File: src/rtl/cbus_axi_bridge_pkg.sv
// Shared definitions for the CBus-to-AXI4 master bridge.
//   axi_burst_t    : AXI burst encodings (FIXED is re-issued as INCR by the bridge)
//   AXI_RESP_*     : AXI response codes
//   bridge_state_t : bridge FSM states
//   AXI_CACHE/PROT : constant attributes driven on AR/AW
package cbus_axi_bridge_pkg;

  typedef enum logic [1:0] {
    BURST_FIXED = 2'b00,
    BURST_INCR  = 2'b01,
    BURST_WRAP  = 2'b10
  } axi_burst_t;

  localparam logic [1:0] AXI_RESP_OKAY   = 2'b00;
  localparam logic [1:0] AXI_RESP_EXOKAY = 2'b01;
  localparam logic [1:0] AXI_RESP_SLVERR = 2'b10;
  localparam logic [1:0] AXI_RESP_DECERR = 2'b11;

  localparam logic [3:0] AXI_CACHE = 4'b0011;  // normal non-cacheable bufferable
  localparam logic [2:0] AXI_PROT  = 3'b000;

  typedef enum logic [2:0] {
    ST_IDLE    = 3'd0,
    ST_RD_ADDR = 3'd1,
    ST_RD_DATA = 3'd2,
    ST_WR_ADDR = 3'd3,
    ST_WR_DATA = 3'd4,
    ST_WR_RESP = 3'd5,
    ST_DONE    = 3'd6
  } bridge_state_t;

  // SLVERR and DECERR both count as a failed beat.
  function automatic logic resp_is_err(input logic [1:0] resp);
    return (resp == AXI_RESP_SLVERR) || (resp == AXI_RESP_DECERR);
  endfunction

endpackage

File: src/rtl/cbus_axi_beat_ctr.sv
// Beat counter shared by the read and write paths of the bridge.
//   clk, rst  : clock, asynchronous active-high reset
//   load      : latch a new burst length (beats-1) and clear the count
//   len_in    : requested beats-1 in AXI encoding
//   inc       : one beat transferred
//   is_last   : current beat is the final one of the (clamped) burst
//   len_axi   : clamped beats-1 to drive on arlen/awlen
//   len_over  : request exceeded MAX_LEN and was clamped
module cbus_axi_beat_ctr #(
  parameter  int MAX_LEN = 16,
  localparam int CNT_W   = $clog2(MAX_LEN) + 1
) (
  input  logic       clk,
  input  logic       rst,
  input  logic       load,
  input  logic [7:0] len_in,
  input  logic       inc,
  output logic       is_last,
  output logic [7:0] len_axi,
  output logic       len_over
);

  localparam logic [7:0] LEN_CAP = 8'(MAX_LEN - 1);

  logic [CNT_W-1:0] cnt_q;
  logic [CNT_W-1:0] len_q;

  function automatic logic [CNT_W-1:0] sat_len(input logic [7:0] len);
    return (len > LEN_CAP) ? CNT_W'(LEN_CAP) : CNT_W'(len);
  endfunction

  always_ff @(posedge clk or posedge rst) begin
    if (rst) begin
      cnt_q    <= '0;
      len_q    <= '0;
      len_over <= 1'b0;
    end else if (load) begin
      cnt_q    <= '0;
      len_q    <= sat_len(len_in);
      len_over <= (len_in > LEN_CAP);
    end else if (inc) begin
      cnt_q <= cnt_q + CNT_W'(1);
    end
  end

  assign is_last = (cnt_q == len_q);
  assign len_axi = 8'(len_q);

endmodule

File: src/rtl/cbus_axi_bridge.sv
// CBus-to-AXI4 master bridge, one transaction outstanding.
//   aclk, areset : clock, asynchronous active-high reset
//   creq_*       : core request (held valid until the final beat completes;
//                  data/strobe advance after each write-beat cresp_ready)
//   cresp_*      : per-beat completion, last-beat flag, read data, error
//   ar*/r*       : AXI4 read address / read data channels
//   aw*/w*/b*    : AXI4 write address / data / response channels
module cbus_axi_bridge
  import cbus_axi_bridge_pkg::*;
#(
  parameter  int              DATA_W  = 64,
  parameter  int              ADDR_W  = 64,
  parameter  int              ID_W    = 4,
  parameter  logic [ID_W-1:0] AXI_ID  = '0,
  parameter  int              MAX_LEN = 16,
  localparam int              STRB_W  = DATA_W / 8
) (
  input  logic              aclk,
  input  logic              areset,
  // core side
  input  logic              creq_valid,
  input  logic              creq_is_write,
  input  logic [ADDR_W-1:0] creq_addr,
  input  logic [2:0]        creq_size,
  input  logic [7:0]        creq_len,
  input  logic [1:0]        creq_burst,
  input  logic [STRB_W-1:0] creq_strobe,
  input  logic [DATA_W-1:0] creq_data,
  output logic              cresp_ready,
  output logic              cresp_last,
  output logic [DATA_W-1:0] cresp_data,
  output logic              cresp_err,
  // AXI read address
  output logic [ID_W-1:0]   arid,
  output logic [ADDR_W-1:0] araddr,
  output logic [7:0]        arlen,
  output logic [2:0]        arsize,
  output logic [1:0]        arburst,
  output logic              arlock,
  output logic [3:0]        arcache,
  output logic [2:0]        arprot,
  output logic              arvalid,
  input  logic              arready,
  // AXI read data
  input  logic [DATA_W-1:0] rdata,
  input  logic [1:0]        rresp,
  input  logic              rlast,
  input  logic              rvalid,
  output logic              rready,
  // AXI write address
  output logic [ID_W-1:0]   awid,
  output logic [ADDR_W-1:0] awaddr,
  output logic [7:0]        awlen,
  output logic [2:0]        awsize,
  output logic [1:0]        awburst,
  output logic              awlock,
  output logic [3:0]        awcache,
  output logic [2:0]        awprot,
  output logic              awvalid,
  input  logic              awready,
  // AXI write data
  output logic [DATA_W-1:0] wdata,
  output logic [STRB_W-1:0] wstrb,
  output logic              wlast,
  output logic              wvalid,
  input  logic              wready,
  // AXI write response
  input  logic [1:0]        bresp,
  input  logic              bvalid,
  output logic              bready
);

  bridge_state_t     state_q, state_d;
  logic [ADDR_W-1:0] addr_q;
  logic [2:0]        size_q;
  axi_burst_t        burst_q;
  logic              err_q;
  logic              w_done_q;

  logic              ctr_load;
  logic              ctr_inc;
  logic              is_last;
  logic [7:0]        len_axi;
  logic              len_over;
  logic              w_hs;
  logic              w_fin;
  logic              r_err;

  cbus_axi_beat_ctr #(
    .MAX_LEN (MAX_LEN)
  ) u_beat_ctr (
    .clk      (aclk),
    .rst      (areset),
    .load     (ctr_load),
    .len_in   (creq_len),
    .inc      (ctr_inc),
    .is_last  (is_last),
    .len_axi  (len_axi),
    .len_over (len_over)
  );

  assign r_err = resp_is_err(rresp);

  // ---- request latch: captured once on leaving IDLE ----
  always_ff @(posedge aclk) begin
    if (ctr_load) begin
      addr_q  <= creq_addr;
      size_q  <= creq_size;
      burst_q <= (creq_burst == BURST_WRAP) ? BURST_WRAP : BURST_INCR;
    end
  end

  // ---- control state ----
  always_ff @(posedge aclk or posedge areset) begin
    if (areset) begin
      state_q  <= ST_IDLE;
      err_q    <= 1'b0;
      w_done_q <= 1'b0;
    end else begin
      state_q <= state_d;
      if (ctr_load) begin
        err_q    <= 1'b0;
        w_done_q <= 1'b0;
      end else begin
        if (rvalid && rready && r_err) err_q <= 1'b1;
        if (w_fin) w_done_q <= 1'b1;
      end
    end
  end

  always_comb begin
    state_d     = state_q;
    arvalid     = 1'b0;
    rready      = 1'b0;
    awvalid     = 1'b0;
    wvalid      = 1'b0;
    bready      = 1'b0;
    cresp_ready = 1'b0;
    cresp_last  = 1'b0;
    cresp_err   = 1'b0;
    ctr_load    = 1'b0;
    ctr_inc     = 1'b0;
    w_hs        = 1'b0;
    w_fin       = 1'b0;
    case (state_q)
      ST_IDLE: begin
        if (creq_valid) begin
          ctr_load = 1'b1;
          state_d  = creq_is_write ? ST_WR_ADDR : ST_RD_ADDR;
        end
      end
      ST_RD_ADDR: begin
        arvalid = 1'b1;
        if (arready) state_d = ST_RD_DATA;
      end
      ST_RD_DATA: begin
        rready = 1'b1;
        if (rvalid) begin
          cresp_ready = 1'b1;
          ctr_inc     = 1'b1;
          // Either the counter or the slave's rlast closes the burst; an
          // rlast that arrives before the counter does is a protocol error.
          if (rlast || is_last) begin
            cresp_last = 1'b1;
            cresp_err  = err_q | r_err | len_over | (rlast & ~is_last);
            state_d    = ST_DONE;
          end
        end
      end
      ST_WR_ADDR: begin
        // W beats may be accepted while AW is still pending; once the final
        // W beat is in, wvalid is held off until AW completes.
        awvalid = 1'b1;
        wvalid  = ~w_done_q;
        w_hs    = ~w_done_q & wready;
        if (w_hs) begin
          cresp_ready = 1'b1;
          ctr_inc     = 1'b1;
          w_fin       = is_last;
        end
        if (awready) state_d = (w_done_q || w_fin) ? ST_WR_RESP : ST_WR_DATA;
      end
      ST_WR_DATA: begin
        wvalid = 1'b1;
        if (wready) begin
          cresp_ready = 1'b1;
          ctr_inc     = 1'b1;
          if (is_last) state_d = ST_WR_RESP;
        end
      end
      ST_WR_RESP: begin
        bready = 1'b1;
        if (bvalid) begin
          cresp_ready = 1'b1;
          cresp_last  = 1'b1;
          cresp_err   = resp_is_err(bresp) | len_over;
          state_d     = ST_DONE;
        end
      end
      ST_DONE: begin
        // One dead cycle so the core has dropped creq_valid before IDLE.
        state_d = ST_IDLE;
      end
      default: state_d = ST_IDLE;
    endcase
  end

  assign cresp_data = rdata;

  assign arid    = AXI_ID;
  assign araddr  = addr_q;
  assign arlen   = len_axi;
  assign arsize  = size_q;
  assign arburst = burst_q;
  assign arlock  = 1'b0;
  assign arcache = AXI_CACHE;
  assign arprot  = AXI_PROT;

  assign awid    = AXI_ID;
  assign awaddr  = addr_q;
  assign awlen   = len_axi;
  assign awsize  = size_q;
  assign awburst = burst_q;
  assign awlock  = 1'b0;
  assign awcache = AXI_CACHE;
  assign awprot  = AXI_PROT;

  assign wdata = creq_data;
  assign wstrb = creq_strobe;
  assign wlast = is_last;

endmodule

File: config.mk
export PLATFORM = sky130hd
export DESIGN_NAME = cbus_axi_bridge
export DESIGN_NICKNAME = d
export VERILOG_FILES = /design/src/rtl/cbus_axi_bridge_pkg.sv /design/src/rtl/cbus_axi_beat_ctr.sv /design/src/rtl/cbus_axi_bridge.sv
export SDC_FILE = /design/constraint.sdc
export NUM_CORES = 1
export LEC_CHECK = 0
export ABC_AREA = 0
export BUFFER_PORTS_ARGS = -buffer_cell sky130_fd_sc_hd__buf_2
export CAP_MARGIN = 10
export CORE_AREA = 3 3 211 213
export DETAILED_ROUTE_END_ITERATION = 8
export DIE_AREA = 0 0 214 216
export GPL_ROUTABILITY_DRIVEN = 0
export SETUP_SLACK_MARGIN = 0.05
export SLEW_MARGIN = 20
export SYNTH_ARGS = -nofsm -noshare
export SYNTH_HDL_FRONTEND = slang
export SYNTH_SLANG_ARGS = --single-unit
File: constraint.sdc
create_clock -name aclk -period 3.5 [get_ports aclk]
set_input_delay 0.35 -clock aclk [delete_from_list [all_inputs] [get_ports aclk]]
set_output_delay 0.35 -clock aclk [all_outputs]
set_load 0.01 [all_outputs]
==> results by group, run 1 <==
Synthesis
  • Post-synth EDFFs: 69
  • Synth Register Bits: 85
  • Post-Syn Area: ~0.0049 mm^2
  • Cell variety after synth: 40
  • Async S/R FF share, synth: 0.188
  • Ys Warns: 0
  • Post-synth top flop: edfxtp_1
  • Avg Inst Size Synth: 11.8 um^2
  • Syn Inst Count: roughly 410
  • Seq/Total Area, Yosys: 0.507

GRT
  • Total track usage: 0.0648
  • Total global routing overflow: 0
  • Vias in the first global route: 2582
  • Largest net degree at the start of global routing: 62
  • Initial antenna violation count: 2
  • First-pass GRT wire length: between 20 and 25 mm

Die
  • Die span in x: between 200 and 250 um
  • Io pins: 550
  • Rows: 76
  • Core area: 0.0429 mm^2
  • DIE AREA: approximately 0.046 mm^2
  • Die height: approximately 220 um
  • Initial Utilization: 0.114

Power and ir drop
  • Clock power frac: 0.290
  • Max IR drop VDD: 0.322 mV
  • Overall power: about 3.5 mW
  • P_sw: roughly 1.2 mW
  • Combinational Power Share: 0.275
  • P_int: 2.28 mW
  • Sw frac: 0.342
  • Pleak: 2.24 nW
  • PD cells: approximately 640 mW/mm^2
  • Reg power frac: 0.435

STA
  • Setup ws final: roughly 0.77 ns
  • Fin Hold WS: 0.0703 ns
  • Max Slew Vio Count: 0
  • Tcrit/Tclk final: 0.779
  • Worst-Margin Slew: 0.692 ns
  • Final Hold Vio Count: 0
  • Unrepaired setup endpoints after global routing: false
  • Clock skew: ~0.012 ns
  • Fin crit period: 2.73 ns
  • Fmax: 367 MHz
  • Setup Viol. Count Final: 0
  • Final setup TNS: 0 ns
  • Slew headroom: 0.538

Clocking
  • Num CTS Buffers: 9
  • Root Buffer: clkbuf_16
  • CTS Sinks: 85
  • Post-CTS Resized: 0
  • Clock buffer depth: 2
  • Worst-path clk slew: 0.07 ns
  • CTS tree: built
  • Clock Latency Late Sink: 0.37 ns
  • # Post-CTS Setup Buffers: 0
  • Hold Buf Count CTS: 0
  • H-tree levels: 3

Layout
  • # diodes: 0
  • Fin util: 0.127
  • Final cell count without fillers: between 1000 and 1500
  • Ratio of cells with drive above 1 in the final layout: 0.577
  • Net count, final: 683
  • Post-route cell area: 0.00545 mm^2
  • Synth-to-layout area growth: 11.8%

Placed design
  • DP HPWL: roughly 13 mm
  • IO Port Bufs: 245
  • DP Worst Slack: 1.22 ns
  • Area after DPL: 0.00515 mm^2
  • # placed instances: 1028

Outcome
  • Status: completed

Routing
  • DRT iter0 DRCs: 106
  • Via density: 2.64
  • Drt first pass iters: 6
  • DRC violations left: 0
  • Remaining antenna violation count after routing: 0
  • DRT Wirelength: around 15 mm
  • DR WL/cell: 14.8 um
  • DR vias: around 2800

Critical path
  • Reg2reg start: state_q[1]
  • Worst setup EP type: primary output
  • Crit Reg-Reg Endpoint: state_q[2]
  • Crit start category: register
  • CP peak stage delay: about 0.7 ns
  • WP buf/inv: 1
  • CP required: between 3 and 4 ns
  • Flop-to-flop setup slack: ~1.4 ns
  • Worst Reg-to-Reg Cells: 5
  • CP top delay family: simple AND/OR/NAND/NOR gates
  • Crit path DAT: 2.38 ns
  • CP Cell Sequence: nand2_1 > nor4b_2 > nor2_1 > a21boi_0 > buf_2
  • Critical-path maximum fanout: 16
  • Critical path class: reg -> out
  • Slowest cell on the critical path: dfrtp_1

Job
  • Max-Cap Viols: 0

Min path
  • HP Class: in -> async
==> power by group through the flow <==
stage               Sequential, mW  Clock, mW  Combinational (mW)
global route                  1.54       1.11                1.04
finish                        1.51       1.01               0.952
floorplan                     1.53          0               0.825
global placement              1.52          0               0.956
CTS                           1.51       1.09               0.978
detailed placement            1.53          0               0.976
==> cells in the final DEF (no fill, tap or decap), drive strengths merged, types with 2 or more instances in the layout <==
cell	Yosys	layout
a21oi	3	3
clkinvlp	0	3
mux2	2	2
and2	3	3
o22ai	2	2
a31oi	3	3
nor4b	3	3
o22a	5	5
edfxtp	69	69
mux2i	2	2
nand3b	4	4
xor2	9	9
ha	2	2
nand2b	2	2
inv	2	4
clkbuf	2	10
nor2b	2	2
o21ai	2	2
dfrtp	16	16
nor2	13	13
nor3b	2	2
o2111ai	2	2
buf	243	247
nand2	5	5
conb	2	30
==> state kept, by name, summed over array words and instances (netlist names) <==
name and flops:
u_beat_ctr.len_q 5, u_beat_ctr.cnt_q 5, araddr 64, arsize 3, state_q 3, u_beat_ctr.len_over 1, arburst 2, err_q 1
w_done_q 1
==> cell usage after synthesis, types with 3 or more instances <==
library cell / number / area (um^2)
nand3b_1: 4 / 30.0
and2_1: 3 / 18.8
nor2_1: 13 / 48.8
xor2_1: 9 / 78.8
o22a_1: 5 / 43.8
a31oi_1: 3 / 18.8
buf_2: 3 / 15.0
nand2_1: 5 / 18.8
buf_4: 240 / 1800
a21oi_1: 3 / 15.0
dfrtp_1: 16 / 400
edfxtp_1: 69 / 2070
==> how the worst max path moves through the flow <==
stage | from | endpoint | slack [ns] | cells past startpoint
finish | state_q[1] | cresp_ready | 0.77 | 5
global route | state_q[1] | cresp_ready | 0.57 | 5
CTS | state_q[1] | cresp_ready | 0.77 | 5
detailed placement | state_q[1] | cresp_ready | 1.22 | 5
global placement | state_q[1] | cresp_ready | 1.29 | 5
floorplan | state_q[0] | araddr[0] | 1.05 | 3
==> metal layers <==
metal / part of all wire / up-vias / GRT usage
li1: - / 1188 / -
met1: 0.33 / 1221 / 0.0578
met2: 0.44 / 318 / 0.0920
met3: 0.20 / 26 / 0.0655
met4: 0.037 / 4 / 0.0391
met5: 0.0020 / - / 0
==> cells by family (layout without fill, tap and decap cells) <==
family          after synthesis  in the layout  synth area share
mux                           4              4           0.00873
xor+xnor                      9              9            0.0162
other cells                   2             30           0.00154
fa+ha+maj                     2              2           0.00514
simple gates                 40             40            0.0483
flops                        85             85             0.507
buf+inv                     247            265             0.376
compound gates               24             24            0.0367
==> final cells by class <==
cell class                 instances  area [um^2]
tap                              585          732
fill                            4853        37400
timing repair buffer             247         1250
clock buffer                      10          229
clock inverter                     6         70.1
multi-input combinational        109          682
sequential                        85         2470
inverter                           2         7.51
No activity file was read; power rests on OpenSTA's default activity.
==> run 2, diff against run 1 <==
--- a/config.mk
+++ b/config.mk
@@ -5,12 +5,12 @@
 export SDC_FILE = /design/constraint.sdc
 export NUM_CORES = 1
 export LEC_CHECK = 0
-export ABC_AREA = 0
+export ABC_AREA = 1
 export BUFFER_PORTS_ARGS = -buffer_cell sky130_fd_sc_hd__buf_2
 export CAP_MARGIN = 10
-export CORE_AREA = 3 3 211 213
+export CORE_AREA = 3 3 214 216
 export DETAILED_ROUTE_END_ITERATION = 8
-export DIE_AREA = 0 0 214 216
+export DIE_AREA = 0 0 217 219
 export GPL_ROUTABILITY_DRIVEN = 0
 export SETUP_SLACK_MARGIN = 0.05
 export SLEW_MARGIN = 20
==> constraint.sdc (replaced) <==
create_clock -name aclk -period 2.5 [get_ports aclk]
set_input_delay 0.25 -clock aclk [delete_from_list [all_inputs] [get_ports aclk]]
set_output_delay 0.25 -clock aclk [all_outputs]
set_load 0.01 [all_outputs]
==> run 2 against run 1 <==
  * Worst hold slack lost 0.060 ns
  * Clock-buffer cell count stayed put
  * Synthesized area up 2.0%
  * Total power increased by 46%
  * Synthesized cell count is 12% higher
  * Clock skew increased by 0.0028 ns
  * Critical endpoint unchanged
  * Largest power group unchanged
==> results by group, run 2 <==
Clocking
  • Clock buffer depth: 2 (unchanged)
  • Worst-path clk slew: 0.07 ns (about the same)
  • CTS Sinks: 85 (unchanged)
  • # Post-CTS Setup Buffers: 0 (unchanged)
  • Hold Buf Count CTS: 0 (unchanged)
  • Clock Latency Late Sink: 0.35 ns (-0.02 ns)
  • Post-CTS Resized: 0 (unchanged)
  • Num CTS Buffers: 9 (unchanged)
  • CTS tree: built
  • Root Buffer: clkbuf_16
  • H-tree levels: 3 (unchanged)

Routing
  • DRT iter0 DRCs: 126 (+19%)
  • Via density: 2.74 (+3.9%)
  • DR WL/cell: 14.4 um (-2.7%)
  • DRT Wirelength: 16.0 mm (+3.3%)
  • DR vias: 3040 (+10%)
  • Drt first pass iters: 4 (-2)
  • DRC violations left: 0 (unchanged)
  • Remaining antenna violation count after routing: 0 (unchanged)

STA
  • Worst-Margin Slew: 0.747 ns (+0.0548 ns)
  • Unrepaired setup endpoints after global routing: false
  • Slew headroom: 0.502 (-0.0365)
  • Fin crit period: 2.16 ns
  • Clock skew: 0.0150 ns (+0.00280 ns)
  • Fmax: 463 MHz
  • Fin Hold WS: 0.00993 ns (-0.0604 ns)
  • Final Hold Vio Count: 0 (unchanged)
  • Setup Viol. Count Final: 0 (unchanged)
  • Final setup TNS: 0 ns (unchanged)
  • Tcrit/Tclk final: 0.863
  • Max Slew Vio Count: 0 (unchanged)

GRT
  • Total global routing overflow: 0 (unchanged)
  • Initial antenna violation count: 5 (+3)
  • Total track usage: 0.0627 (-0.00211)
  • Vias in the first global route: 2938 (+14%)
  • First-pass GRT wire length: 20.5 mm (+2.1%)
  • Largest net degree at the start of global routing: 73 (+18%)

Job
  • Max-Cap Viols: 0 (unchanged)

Critical path
  • Reg2reg start: state_q[1]
  • Critical-path maximum fanout: 4 (-12)
  • Critical path class: reg -> out
  • Worst setup EP type: primary output
  • Flop-to-flop setup slack: 0.73 ns (-0.69 ns)
  • Crit path DAT: 1.91 ns (-0.47 ns)
  • Crit start category: register
  • Worst Reg-to-Reg Cells: 7 (+2)
  • CP required: 2.25 ns (-0.90 ns)
  • Crit Reg-Reg Endpoint: u_beat_ctr.len_q[2]

Synthesis
  • Post-synth top flop: edfxtp_1
  • Post-Syn Area: 0.00497 mm^2 (+2.0%)
  • Share of the synthesized area in the top cell type: 0.417 (-0.00814)
  • Most frequent cells after synthesis: 240 x buf_4, 69 x edfxtp_1, 34 x inv_1, 33 x nand2_1, 16 x dfrtp_1
  • Avg Inst Size Synth: 10.7 um^2 (-9.3%)
  • Synth area leaders: edfxtp_1 42%, buf_4 36%, dfrtp_1 8.1%
  • Post-synth EDFFs: 69 (unchanged)
  • Top-count cell post-synth: buf_4
  • Seq/Total Area, Yosys: 0.498 (-0.00971)
  • Ys Warns: 0 (unchanged)
  • Synth area leader: edfxtp_1
  • Async S/R FF share, synth: 0.188 (unchanged)
  • Syn Inst Count: 464 (+12%)
  • Cell variety after synth: 26 (-35%)
  • Synth Register Bits: 85 (unchanged)

Die
  • Initial Utilization: 0.113 (-0.00103)
  • Io pins: 550 (unchanged)
  • Die span in x: 217 um (+1.4%)
  • Core area: 0.0441 mm^2 (+2.9%)
  • Die height: 219 um (+1.4%)
  • DIE AREA: 0.0475 mm^2 (+2.8%)
  • Rows: 77 (+1.3%)

Layout
  • Ratio of cells with drive above 1 in the final layout: 0.550 (-0.0278)
  • FILL cells: 5017 (+3.4%)
  • Net count, final: 739 (+8.2%)
  • Commonest non-fill, non-tap cell in the layout: buf_2
  • Largest register FFs: 64 (unchanged)
  • Most frequent cells in the layout: 245 x buf_2, 69 x edfxtp_1, 33 x inv_1, 33 x nand2_1, 30 x conb_1
  • Synth-to-layout area growth: 12.3%

Placed design
  • DP HPWL: 13.6 mm (+6.9%)
  • IO Port Bufs: 245 (unchanged)

Power and ir drop
  • PD cells: 907 mW/mm^2 (+42%)
  • Overall power: 5.06 mW (+46%)
  • Max IR drop VDD: 0.430 mV (+34%)
  • Pleak: 2.47 nW (+10%)

Outcome
  • Status: completed

Min path
  • HP Class: in -> async
run 2: worst max-delay path by stage:
stage | startpoint | to | slack, ns | cells past startpoint
after detailed placement | u_beat_ctr.len_q[0] | cresp_err | 0.69 | 9
after floorplan | state_q[1] | araddr[0] | 0.24 | 5
final | state_q[0] | cresp_ready | 0.34 | 8
after CTS | state_q[0] | cresp_ready | 0.28 | 8
after global routing | state_q[0] | cresp_ready | 0.12 | 8
after global placement | u_beat_ctr.len_q[0] | cresp_err | 0.69 | 8
run 2: metal layers:
metal  vias up  track usage  part of all wire
li1       1303            -                 -
met1      1353       0.0546              0.31
met2       346       0.0977              0.45
met3        32       0.0577              0.20
met4         6       0.0300             0.029
met5         -      0.00938            0.0046
run 2: worst max-delay path: stages (launching register included):
cell	delay, ns
dfrtp_1	0.40
inv_1	0.09
nor2_1	0.17
inv_1	0.07
nor2_1	0.13
inv_1	0.07
nor2_1	0.24
o21a_1	0.20
buf_2	0.18
run 2: cell families (layout without fill, tap and decap cells):
group	Yosys count	after routing	synth area share
xor gates and xnor gates	1	1	0.00176
other	2	31	0.00151
AOI/OAI and AO/OA	22	22	0.0254
and+or+nand+nor	74	74	0.0751
buffers and inverters	278	301	0.393
DFF	85	85	0.498
adders and majority gates	2	2	0.00504
run 2: final cells by class:
type | count | area [um^2] | area share
clock buffers | 10 | 229 | 0.0410
inverters | 37 | 143 | 0.0256
flip-flops and latches | 85 | 2470 | 0.443
well taps | 592 | 741 | 0.133
diodes | 1 | 2.50 | 0.000448
clock inverters | 6 | 86.3 | 0.0155
multi-input cells | 129 | 646 | 0.116
repair buffers | 248 | 1260 | 0.226
run 2: metrics by stage:
step,util,area [um^2],worst slack (ns),cells
final,0.126,5580,0.342,1108
after global routing,0.126,5580,0.116,1107
after CTS,0.126,5580,0.282,1107
after detailed placement,0.119,5260,0.694,1091
after global placement,0.119,5260,0.686,1091
after floorplan,-,5080,0.240,492
run 2: report_power, final:
part	total, mW	internal (mW)	switching, mW
registers	2.09	1.89	0.201
clock network	1.42	0.875	0.545
logic	1.55	0.552	0.995
